`src/rtl/multi_adder_pipe.sv`:
```
// -----------------------------------------------------------------------------
// multi_adder_pipe
//
// This is a two-stage pipelined bank of NUM_CH independent adders. Each channel
// also has a running accumulator.
//
//   Stage 1 : For each channel, s = x + y + cin. The sum has SWIDTH bits and is
//             zero-extended. It is registered together with acc_mode and
//             acc_clr.
//   Stage 2 : sum, zero, acc and ovf are registered here. The accumulators
//             change only when stage 2 loads a valid stage-1 entry.
//
// Handshake (valid/ready):
//   - A transfer happens on a rising edge when valid && ready are both high.
//   - A producer holding valid keeps its payload stable until the transfer.
//   - Stage 2 advances when !out_valid || out_ready.
//   - Stage 1 advances when it is empty or when stage 2 advances.
//   - in_ready is a combinational copy of the stage-1 advance condition. It is
//     forced low while rst is high.
//   - While out_valid && !out_ready, every output stays frozen.
//
// Optional feature:
//   MULTI_ADDER_PIPE_SAT_EN : when defined, an accumulator carry-out clamps acc
//                             to all ones instead of wrapping. ovf is set in
//                             both builds.
//
// Ports:
//   clk        single clock; all state updates on the rising edge
//   rst        asynchronous, active-high reset; discards all in-flight data
//   in_valid   input transfer offered
//   in_ready   input transfer accepted when in_valid & in_ready
//   cin        carry-in; bit c belongs to channel c
//   x, y       operands; channel c is at [c*WIDTH +: WIDTH]
//   acc_mode   1: add this sum into the accumulators; 0: accumulators hold
//   acc_clr    1: load the accumulators with this sum and clear ovf
//                 (takes priority over acc_mode)
//   out_valid  result available
//   out_ready  result consumed when out_valid & out_ready
//   sum        per-channel x+y+cin; channel c is at [c*SWIDTH +: SWIDTH]
//   acc        per-channel accumulator; channel c is at [c*AWIDTH +: AWIDTH]
//   zero       bit c = (sum of channel c == 0)
//   ovf        per-channel sticky accumulator overflow
// -----------------------------------------------------------------------------
module multi_adder_pipe #(
  parameter int WIDTH  = 8,
  parameter int NUM_CH = 2,
  parameter int SWIDTH = WIDTH + 1,
  parameter int AWIDTH = WIDTH + 4
) (
  input  logic                       clk,
  input  logic                       rst,
  input  logic                       in_valid,
  output logic                       in_ready,
  input  logic [NUM_CH-1:0]          cin,
  input  logic [NUM_CH*WIDTH-1:0]    x,
  input  logic [NUM_CH*WIDTH-1:0]    y,
  input  logic                       acc_mode,
  input  logic                       acc_clr,
  output logic                       out_valid,
  input  logic                       out_ready,
  output logic [NUM_CH*SWIDTH-1:0]   sum,
  output logic [NUM_CH*AWIDTH-1:0]   acc,
  output logic [NUM_CH-1:0]          zero,
  output logic [NUM_CH-1:0]          ovf
);

  // The raw add is done wide enough that x+y+cin cannot lose a carry. The
  // result is then cut down to SWIDTH bits.
  localparam int EW  = (SWIDTH > WIDTH + 1) ? SWIDTH : WIDTH + 1;
  // The accumulator add uses one extra bit so the carry-out is visible.
  localparam int AXW = AWIDTH + 1;

  // ---------------------------------------------------------------------------
  // Pipeline control
  // ---------------------------------------------------------------------------
  logic s1_valid;
  logic s1_mode;
  logic s1_clr;
  logic adv2;     // stage 2 may take a new value this cycle
  logic adv1;     // stage 1 may take a new value this cycle
  logic accept;   // input transfer happens on this edge
  logic load2;    // stage 2 captures a valid stage-1 entry on this edge

  assign adv2     = !out_valid || out_ready;
  assign adv1     = !s1_valid || adv2;
  assign in_ready = adv1 && !rst;
  assign accept   = in_valid && in_ready;
  assign load2    = adv2 && s1_valid;

  always_ff @(posedge clk or posedge rst) begin
    if (rst) begin
      s1_valid  <= 1'b0;
      s1_mode   <= 1'b0;
      s1_clr    <= 1'b0;
      out_valid <= 1'b0;
    end else begin
      // When stage 1 drains without a new input, it becomes empty.
      if (adv1) begin
        s1_valid <= accept;
      end
      if (accept) begin
        s1_mode <= acc_mode;
        s1_clr  <= acc_clr;
      end
      // When stage 2 advances while stage 1 is empty, out_valid drops. The
      // data registers keep their last value in that case.
      if (adv2) begin
        out_valid <= s1_valid;
      end
    end
  end

  // ---------------------------------------------------------------------------
  // Per-channel datapath
  // ---------------------------------------------------------------------------
  for (genvar c = 0; c < NUM_CH; c++) begin : g_ch
    logic [EW-1:0]     raw;
    logic [SWIDTH-1:0] s_next;
    logic [SWIDTH-1:0] s1_sum;
    logic [SWIDTH-1:0] sum_r;
    logic [AWIDTH-1:0] acc_r;
    logic [AXW-1:0]    acc_add;
    logic              zero_r;
    logic              ovf_r;

    assign raw     = EW'(x[c*WIDTH +: WIDTH]) + EW'(y[c*WIDTH +: WIDTH]) + EW'(cin[c]);
    assign s_next  = raw[SWIDTH-1:0];
    assign acc_add = {1'b0, acc_r} + AXW'(s1_sum);

    always_ff @(posedge clk or posedge rst) begin
      if (rst) begin
        s1_sum <= '0;
        sum_r  <= '0;
        zero_r <= 1'b0;
        acc_r  <= '0;
        ovf_r  <= 1'b0;
      end else begin
        if (accept) begin
          s1_sum <= s_next;
        end
        if (load2) begin
          sum_r  <= s1_sum;
          zero_r <= (s1_sum == '0);
          if (s1_clr) begin
            acc_r <= AWIDTH'(s1_sum);
            ovf_r <= 1'b0;
          end else if (s1_mode) begin
            if (acc_add[AWIDTH]) begin
              ovf_r <= 1'b1;
`ifdef MULTI_ADDER_PIPE_SAT_EN
              acc_r <= '1;
`else
              acc_r <= acc_add[AWIDTH-1:0];
`endif
            end else begin
              acc_r <= acc_add[AWIDTH-1:0];
            end
          end
        end
      end
    end

    assign sum[c*SWIDTH +: SWIDTH] = sum_r;
    assign acc[c*AWIDTH +: AWIDTH] = acc_r;
    assign zero[c]                 = zero_r;
    assign ovf[c]                  = ovf_r;
  end

endmodule

```
`config.mk`:
```
export PLATFORM = sky130hd
export DESIGN_NAME = multi_adder_pipe
export DESIGN_NICKNAME = d
export VERILOG_FILES = /design/src/rtl/multi_adder_pipe.sv
export SDC_FILE = /design/constraint.sdc
export NUM_CORES = 1
export LEC_CHECK = 0
export ABC_AREA = 1
export ABC_CLOCK_PERIOD_IN_PS = 2900
export BUFFER_PORTS_ARGS = -buffer_cell sky130_fd_sc_hd__clkbuf_2
export CORE_MARGIN = 2
export CORE_UTILIZATION = 56
export CTS_BUF_LIST = sky130_fd_sc_hd__clkbuf_16
export DETAILED_ROUTE_END_ITERATION = 6
export PLACE_DENSITY = 0.81
export SLEW_MARGIN = 30
export SYNTH_ARGS = -nofsm -noshare
export SYNTH_HDL_FRONTEND = slang
export SYNTH_SLANG_ARGS = --single-unit
```
`constraint.sdc`:
```
create_clock -name clk -period 2.9 [get_ports clk]
set_clock_uncertainty 0.1 [all_clocks]
set_input_delay 0.435 -clock clk [delete_from_list [all_inputs] [get_ports clk]]
set_output_delay 0.435 -clock clk [all_outputs]
set_load 0.01 [all_outputs]
```
==> results.toml <==
[synth]
synthFlopType = "dfrtp_1"
async_flop_share_pct = 100.0
synth-edff-count = 0
synth-seq-cells = 68
yosysSeqAreaShare_pct = 37.08
yosysUniqueCellTypes = 33
syn_area_sq_um = 4589
synth_fp_nets = 701
yosys_warnings = 0
netlist_instances = 623
synth.avg_cell_area_sq_um = 7.367

[drt]
drt-total-wl_mm = 11.23
drc = 0
drtAntennaViolNets = 0
drt_iter0_markers = 231
num_vias = 4380
wl_per_cell_microns = 13.80
viasPerCell = 5.381
drtPass1Iterations = 6

[critical_path]
crit_path_end = "g_ch[0].acc_r[7]"
required_ps = 3000
r2r_cells = 5
critPathArrivalTime_ps = 2260
r2r-end = "g_ch[0].acc_r[7]"
crit_chain = "or2_1, nand2_4, inv_2, or2_2, a21boi_0"
startpoint = "s1_clr"
path_class = "reg2reg"
slowest_delay_ps = 610
r2r_slack_ps = 750
worstReg2RegStart = "s1_clr"
end_kind = "flip-flop"
crit_fanout = 25
setup.worst_path.start_class = "flip-flop"
cp_slowest_cell = "dfrtp_1"

[sta]
drv_slew = 0
final-hold-violation-count = 0
setup_viol = 0
rsz0062_at_grt = "false"
worstMarginPinSlew_ps = 833.4
setup_tns_ps = 0
max_freq_mhz = 464.1
maxSlewHeadroom_pct = 44.44
period_share_pct = 74.31
period_minus_slack_ps = 2155

[clock_network]
root_buffer = "clkbuf_16"
clkTransAtPathRegs_ps = 50
post_cts_buffers = 0
cts.htree.levels = 3
cts_tree = "yes"
cts_resized = 0
cts.sink_count = 68
tritoncts.num_buffers = 9
clock_path_buffers = 2
cts-hold-fix-buffers = 0
clock_latency_ps = 330

[pwr]
p_per_area_nw_per_um2 = 956.3
p_seq_share_pct = 29.2
combPwrFrac_pct = 44.9
p_sw_mw = 2.129
power.internal_mw = 3.063
p_leak_nw = 3.040
power_mw = 5.192
swShare_pct = 41.00
vdd_drop_max_mv = 0.3560
pwr-share-clk_pct = 25.9

[finish]
finalNonFillerCells = 814
antenna_cells = 0
multiInputGateArea_sq_um = 2422
layout.nets = 783
drive_above_1_share_pct = 16.22
syn_to_final_growth_pct = 18.29
filler_cell_count = 704
seq_area_sq_um = 1702

[grt]
grt_pass1_vias = 3992
grt_start_max_net_pins = 69
gr-total-overflow = 0
antenna_found_initial = 0
grt.total_usage_pct = 25.85
grt_pass1_wl_mm = 18.15

[die]
dieArea_sq_um = 8936
die_h_microns = 94.53
core_area_sq_um = 8093
initial_utilization_pct = 56.71
rows = 33
die_x_microns = 94.53
ios = 88

[outcome]
status = "complete, no violations"

[min_path]
hp-class = "in2reg"
hold_start = "acc_mode"

[placed_design]
buffer_ports.inserted = 87
dp.cells = 799
dp_hpwl_mm = 8.164
place.gp.congestion = 0.9533

[flow_run]
drv_cap = 0
[per-layer routing]
metal,global-route usage (%),routed length (microns),up-vias
met1,35.11,4964,2007
met2,42.68,5273,181
met4,7.609,215,0
li1,-,-,2171
met3,4.389,781,21
met5,0,0,-
[area by class of cell]
cell class / count / share of cell area (%)
multi-input cells: 442 / 44.62
flip-flops and latches: 68 / 31.34
repair buffers: 90 / 8.435
inverters: 94 / 6.499
clock buffers: 9 / 4.148
clock inverters: 6 / 2.535
well taps: 105 / 2.420
[cells in the mapped netlist, types with 2 or more instances]
library cell  count  area [sq um]
nand3_1          56         280.3
or2_2             4         25.02
xnor2_1           4         35.03
dfrtp_1          68          1702
xor2_1            4         35.03
fa_1              6         120.1
o21ai_0          42         210.2
clkbuf_1          4         15.01
a21boi_1          3         22.52
buf_4             4         30.03
nor2_1           26         97.59
nor3_1            2         10.01
ha_1             32         400.4
a21boi_0          6         45.04
o21a_1            4         30.03
or2_0             2         12.51
buf_2             9         45.04
buf_6             2         22.52
nand4_1           8         50.05
o31ai_1           2         15.01
a2bb2oi_1         4         35.03
o21ai_1           2         10.01
or2_1             3         18.77
nand2_1         181         679.4
inv_1            91         341.6
inv_2             3         11.26
nand3b_1          6         45.04
a21oi_1          38         190.2
o211ai_1          2         15.01
a21o_1            2         15.01
[flip-flops by register name, summed over array words and instances (netlist names)]
signal	flops
g_ch.acc_r	24
g_ch.ovf_r	2
g_ch.s1_sum	18
g_ch.sum_r	18
g_ch.zero_r	2
out_valid	1
s1_clr	1
s1_mode	1
s1_valid	1
[layout by cell type, fill, tap and decap left out, types with 3 or more instances in the layout]
| master | synthesis | final |
|---|---|---|
| a21boi_0 | 6 | 6 |
| a21boi_1 | 3 | 3 |
| a21oi_1 | 38 | 38 |
| a2bb2oi_1 | 4 | 4 |
| buf_4 | 4 | 3 |
| bufinv_16 | 0 | 4 |
| clkbuf_16 | 0 | 9 |
| clkbuf_2 | 0 | 87 |
| dfrtp_1 | 68 | 68 |
| fa_1 | 6 | 6 |
| ha_1 | 32 | 32 |
| inv_1 | 91 | 90 |
| inv_2 | 3 | 4 |
| nand2_1 | 181 | 181 |
| nand3_1 | 56 | 56 |
| nand3b_1 | 6 | 6 |
| nand4_1 | 8 | 8 |
| nor2_1 | 26 | 26 |
| o21a_1 | 4 | 4 |
| o21ai_0 | 42 | 42 |
| or2_1 | 3 | 3 |
| or2_2 | 4 | 4 |
| xnor2_1 | 4 | 4 |
| xor2_1 | 4 | 4 |
[power by group through the flow]
stage,Combinational (mW),Sequential (mW),Clock [mW]
6_report,2.33,1.52,1.35
5_1_grt,2.64,1.55,1.39
4_1_cts,2.31,1.51,1.36
3_5_place_dp,2.28,1.52,0
3_3_place_gp,2.22,1.51,0
2_1_floorplan,1.58,1.55,0
[worst max-delay path: cells and delay by family, from the launching register on]
family,cells,cell delay [ps]
and+or+nand+nor,3,940
AOI/OAI and AO/OA,1,120
buffers and inverters,1,240
DFF,1,610
[cells by family after synthesis]
family / count (synthesis) / share of synthesized area, %
AO/OA/AOI/OAI: 105 / 12.81
XOR/XNOR: 8 / 1.527
adder cells (fa/ha/maj): 38 / 11.34
buffers and inverters: 113 / 10.14
flip-flops: 68 / 37.08
AND/OR/NAND/NOR: 291 / 27.10
[through the flow]
step	setup WS, ps	hold slack, ps	util (%)	cell area [sq um]
final	745.1	227.0	67.08	5429
after global routing	629.3	256.6	67.08	5429
after CTS	776.5	215.2	67.08	5429
after detailed placement	757.5	360.1	62.60	5066
after global placement	852.6	362.4	62.60	5066
after floorplan	54.05	341.2	-	4589
[how the worst min path moves through the flow]
| stage | endpoint | depth (start not counted) |
|---|---|---|
| after floorplan | s1_mode | 2 |
| after global placement | s1_mode | 2 |
| after detailed placement | s1_mode | 2 |
| after CTS | s1_mode | 3 |
| after global routing | s1_mode | 3 |
| final | s1_mode | 3 |
No activity file was read; power rests on OpenSTA's default activity.
